`config.mk`:
```
export PLATFORM = sky130hd
export DESIGN_NAME = reg_scoreboard
export DESIGN_NICKNAME = d
export VERILOG_FILES = /design/src/rtl/reg_scoreboard.sv
export SDC_FILE = /design/constraint.sdc
export NUM_CORES = 1
export LEC_CHECK = 0
export ABC_AREA = 1
export BUFFER_PORTS_ARGS = -buffer_cell sky130_fd_sc_hd__buf_2
export CAP_MARGIN = 25
export CORE_AREA = 8 8 67 69
export DETAILED_ROUTE_END_ITERATION = 8
export DIE_AREA = 0 0 75 77
export GPL_TIMING_DRIVEN = 0
export HOLD_SLACK_MARGIN = 0.03
export PLACE_DENSITY = 0.91
export SLEW_MARGIN = 20
export SYNTH_ARGS = -nofsm -noshare
export SYNTH_HDL_FRONTEND = slang
export SYNTH_SLANG_ARGS = --single-unit
```
`constraint.sdc`:
```
create_clock -name clk -period 1.9 [get_ports clk]
set_input_delay 0.285 -clock clk [delete_from_list [all_inputs] [get_ports clk]]
set_output_delay 0.285 -clock clk [all_outputs]
set_load 0.005 [all_outputs]
```
`src/rtl/reg_scoreboard.sv`:
```
// Register scoreboard: per-register pending-write counters with issue stall.
// Optional SCOREBOARD_BYPASS_EN lets a retiring last write unblock a reader.
module reg_scoreboard #(
  parameter int NREGS = 8,
  parameter int REG_W = 3,
  parameter int NSRC  = 2,
  parameter int CNT_W = 2
) (
  input  logic              clk,
  input  logic              reset,
  input  logic              issue_v,
  input  logic              issue_we,
  input  logic [REG_W-1:0]  issue_dst,
  input  logic [NSRC-1:0]   src_v,
  input  logic [NSRC*REG_W-1:0] src_reg,
  input  logic              wb_v,
  input  logic [REG_W-1:0]  wb_dst,
  input  logic              flush,
  output logic              stall,
  output logic [NREGS-1:0]  busy,
  output logic              err
);

  localparam logic [CNT_W-1:0] CNT_MAX = '1;
  localparam logic [CNT_W-1:0] CNT_ONE = CNT_W'(1);

  logic [CNT_W-1:0] cnt [NREGS];
  logic [REG_W-1:0] sreg;
  logic             hz;
  logic             src_haz;
  logic             full_haz;
  logic             inc;
  logic             dec;
  logic             uflow;
  logic [NREGS-1:0] up;
  logic [NREGS-1:0] dn;

  always_comb begin
    src_haz = 1'b0;
    sreg    = '0;
    hz      = 1'b0;
    for (int k = 0; k < NSRC; k++) begin
      sreg = src_reg[k*REG_W +: REG_W];
      hz   = src_v[k] && (cnt[sreg] != '0);
`ifdef SCOREBOARD_BYPASS_EN
      // last pending write retires now; datapath forwards it
      if (wb_v && (wb_dst == sreg) && (cnt[sreg] == CNT_ONE))
        hz = 1'b0;
`endif
      src_haz = src_haz | hz;
    end
  end

  assign full_haz = issue_we && (cnt[issue_dst] == CNT_MAX);
  assign stall    = issue_v && !flush && (src_haz || full_haz);
  assign inc      = issue_v && !flush && !stall && issue_we;
  assign dec      = wb_v && !flush && (cnt[wb_dst] != '0);
  assign uflow    = wb_v && !flush && (cnt[wb_dst] == '0);

  always_comb begin
    up   = '0;
    dn   = '0;
    busy = '0;
    for (int r = 0; r < NREGS; r++) begin
      up[r]   = inc && (issue_dst == REG_W'(r));
      dn[r]   = dec && (wb_dst == REG_W'(r));
      busy[r] = (cnt[r] != '0);
    end
  end

  always_ff @(posedge clk or posedge reset) begin
    if (reset) begin
      err <= 1'b0;
      for (int r = 0; r < NREGS; r++)
        cnt[r] <= '0;
    end else begin
      if (uflow)
        err <= 1'b1;
      for (int r = 0; r < NREGS; r++) begin
        if (flush)
          cnt[r] <= '0;
        else if (up[r] && !dn[r])
          cnt[r] <= cnt[r] + CNT_ONE;
        else if (dn[r] && !up[r])
          cnt[r] <= cnt[r] - CNT_ONE;
      end
    end
  end

endmodule

```
==> metrics.log <==
INFO  metric timing.critical_path.from = cnt[15]
INFO  metric r2r_start = cnt[8]
INFO  metric worst-path-max-fanout = 4
INFO  metric synth.cell_area = between 1500 and 2000 um^2
INFO  metric sequential_cell_area_fraction_in_the_yosys_report = 22.21%
INFO  metric post_detailed_routing_wire_length = 6726 um
INFO  metric fin_worst_skew = ~0.0087 ns
INFO  metric critPathCapture = stall
INFO  metric r2r_slack = 0 ns
INFO  metric run_status = finished with violations
INFO  metric violations = setup timing
INFO  metric finalCritPeriodShare = 102.2%
INFO  metric drv_slew = 0
INFO  metric fmaxAchievable = just over 500 MHz
INFO  metric critical_path.endpoint_type = output port
INFO  metric worst_skew_pair.late_latency = between 0.3 and 0.4 ns
INFO  metric area_delta_synth_final = 31.16%
INFO  metric worst_hold_path_type = input port to asynchronous set/reset pin
INFO  metric clock_sinks = 17
INFO  metric setup_ws = -0.04129 ns
INFO  metric avgRoutedWirePerCell = roughly 16 um
INFO  metric grt_max_degree = 18
INFO  metric grt.overflow.total = 0
INFO  metric die_wd = between 70 and 80 um
INFO  metric timing_worst_setup_path_type = flip-flop to output port
INFO  metric antenna_found_initial = 0
INFO  metric yosysUniqueCellTypes = 23
INFO  metric share_of_cells_above_drive_strength_1 = between 30% and 40%
INFO  metric nNetsFinal = around 390
INFO  metric relSlewSlack = between 50% and 60%
INFO  metric cts-root-to-sink-buffers = 2
INFO  metric synth_async_sr_flop_share = between 90% and 100%
INFO  metric worstRegToRegCells = 13
INFO  metric row_count = 22
INFO  metric die_h = between 70 and 80 um
INFO  metric detail-route-antenna-nets = 0
INFO  metric power.density = slightly below 600 nW/um^2
INFO  metric remaining_drc_errors = 0
INFO  metric synthFlopType = sky130_fd_sc_hd__dfrtp_1
INFO  metric finalSetupViolCount = 2
INFO  metric synth_edf_count = 0
INFO  metric inserted_clock_buffers = 3
INFO  metric worst-slew-pin-transition = 0.6961 ns
INFO  metric cts_tree = done
INFO  metric dp.final_hpwl = 4197 um
INFO  metric rsz0062_at_grt = true
INFO  metric vias_in_the_first_global_route = between 2000 and 2500
INFO  metric power.leakage = 1.383 nW
INFO  metric report.final.hold_viol_count = 0
INFO  metric maxCapViolations = 0
INFO  metric synthesis.area_per_instance = a little under 6 um^2
INFO  metric syn-num-nets = ~340
INFO  metric detailedRoute.firstIterationViolations = roughly 260
INFO  metric port_buffers = 28
INFO  metric first_pass_grt_wire_length = slightly above 9000 um
INFO  metric p_total = 1.492 mW
INFO  metric mapped_cells = approximately 320
INFO  metric h_tree_depth = 1
INFO  metric boundary_pins = 30
INFO  metric yosys_register_bits = 17
INFO  metric cts_root_buf = sky130_fd_sc_hd__clkbuf_4
INFO  metric core_region_area = approximately 3500 um^2
INFO  metric num_vias = between 2000 and 2500
INFO  metric critical_path.startpoint_type = flip-flop
INFO  metric final_core_utilization = a little under three quarters
INFO  metric vias_per_cell = about 5.9
INFO  metric initial_core_util = between 50% and 60%
INFO  metric fp.dieArea = 5775 um^2
INFO  metric synth_warn = 0
INFO  metric globalplace.congestion = 0.9253
INFO  metric worstReg2RegEnd = cnt[6]
INFO  metric cp.required = 1.62 ns
INFO  metric globalRouteTotalUtil = approximately a fifth
INFO  metric worst-endpoint-arrival = 1.66 ns
INFO  metric power.ir.vdd_worst = between 0.6 and 0.7 mV
INFO  metric dr.pass1.iters = 5
INFO  metric insertedDiodeCount = 0
INFO  metric timing.final.crit_period = 1.941 ns
INFO  metric clk_pin_slew = 0.11 ns
-- cell usage in the layout, fill, tap and decap left out, types with 5 or more instances in the layout --
master                    Yosys  routed
sky130_fd_sc_hd__nand3_4      0       5
sky130_fd_sc_hd__nor2_4       3      10
sky130_fd_sc_hd__nand2_1    121     108
sky130_fd_sc_hd__buf_4        0       9
sky130_fd_sc_hd__dfrtp_1     17       6
sky130_fd_sc_hd__inv_2        9      10
sky130_fd_sc_hd__nand3_1     33      22
sky130_fd_sc_hd__inv_1       36      35
sky130_fd_sc_hd__nand4_1     23      23
sky130_fd_sc_hd__nor2_1      35      31
sky130_fd_sc_hd__nand3_2     14      20
sky130_fd_sc_hd__nand2_2      7      12
sky130_fd_sc_hd__buf_6        4       8
sky130_fd_sc_hd__nand2_4      1       9
sky130_fd_sc_hd__buf_2        0      28
sky130_fd_sc_hd__dfrtp_2      0      11
-- repair_timing --
item | CTS | global route
gates cloned | 0 | 1
pin swaps | 3 | 40
hold buffers | 0 | 0
endpoints found under the hold margin | 0 | 0
gates resized for setup | 11 | 55
endpoints found under the setup margin | 1 | 17
buffers inserted | 6 | 7
-- report_power, final --
group          leakage [nW]  switching, mW  internal (mW)  total, mW
Clock                0.0150          0.135         0.0823      0.218
Sequential            0.199         0.0881          0.420      0.508
Combinational          1.17          0.464          0.302      0.766
Total                  1.38          0.688          0.805       1.49
-- worst min-delay path by stage --
stage	startpoint	slack, ns	to	depth (start not counted)
final	reset	0.05	cnt[13]	2
after detailed placement	reset	0.43	cnt[8]	2
after global placement	reset	0.42	cnt[8]	2
after floorplan	reset	0.21	cnt[0]	1
after CTS	reset	0.09	cnt[14]	2
after global routing	reset	0.11	cnt[13]	2
-- metal layers --
| metal | global-route usage (%) | share of wire [%] | vias up |
|---|---|---|---|
| li1 | - | - | 1118 |
| met1 | 25.80 | 38 | 1095 |
| met2 | 30.02 | 46 | 184 |
| met3 | 4.161 | 11 | 38 |
| met4 | 8.235 | 5.1 | 0 |
| met5 | 0 | 0 | - |
-- cell type report --
| type | instances | area, um^2 |
|---|---|---|
| multi-input combinational | 252 | 1458 |
| fill | 271 | 983.4 |
| sequential | 17 | 439.2 |
| timing repair buffer | 42 | 277.8 |
| inverter | 45 | 168.9 |
| buffer | 7 | 82.58 |
| tap | 48 | 60.06 |
| clock buffer | 4 | 26.28 |
-- logic make-up after synthesis --
family / Yosys count / synth area share, %
AND/OR/NAND/NOR: 248 / 63.16
flip-flops: 17 / 22.21
buffers and inverters: 52 / 13.13
AO/OA/AOI/OAI: 4 / 1.502
-- metrics by stage --
stage / instances / setup TNS (ns) / hold slack [ns] / setup slack (ns) / area, um^2
final: 415 / -0.04302 / 0.05318 / -0.04129 / 2512
after global routing: 415 / -1.202 / 0.1091 / -0.1231 / 2512
after CTS: 407 / 0 / 0.08541 / 0.001192 / 2220
after detailed placement: 397 / 0 / 0.4350 / 0.04087 / 2116
after global placement: 397 / 0 / 0.4176 / 0.07780 / 2116
after floorplan: 321 / 0 / 0.2111 / 0.2836 / 1916
-- critical path: stages, from the launching register on --
cell and delay [ns]:
sky130_fd_sc_hd__dfrtp_2 0.46, sky130_fd_sc_hd__nor2_4 0.15, sky130_fd_sc_hd__nand2_1 0.08, sky130_fd_sc_hd__nand3_1 0.08, sky130_fd_sc_hd__nand3b_1 0.09, sky130_fd_sc_hd__nand3_2 0.10, sky130_fd_sc_hd__nand2_2 0.08, sky130_fd_sc_hd__nor2_4 0.12
sky130_fd_sc_hd__nor2_2 0.05, sky130_fd_sc_hd__buf_2 0.12
-- registers in the layout (all words and copies together), names as in the netlist --
name	flops
err	1
cnt	16
-- synthesized netlist by cell type (2+ instances only) --
cell type,count,area share (%)
sky130_fd_sc_hd__nand3b_1,2,0.78
sky130_fd_sc_hd__nand3_2,14,7.3
sky130_fd_sc_hd__buf_6,4,2.4
sky130_fd_sc_hd__nor2_1,35,6.9
sky130_fd_sc_hd__nand3_1,33,8.6
sky130_fd_sc_hd__inv_1,36,7.1
sky130_fd_sc_hd__nand4_1,23,7.5
sky130_fd_sc_hd__nand4_2,2,1.3
sky130_fd_sc_hd__dfrtp_1,17,22
sky130_fd_sc_hd__inv_2,9,1.8
sky130_fd_sc_hd__nor2_2,6,2.0
sky130_fd_sc_hd__nand2_1,121,24
sky130_fd_sc_hd__nor2_4,3,1.8
sky130_fd_sc_hd__nand2_2,7,2.3
(Power assumes the default switching activity.)
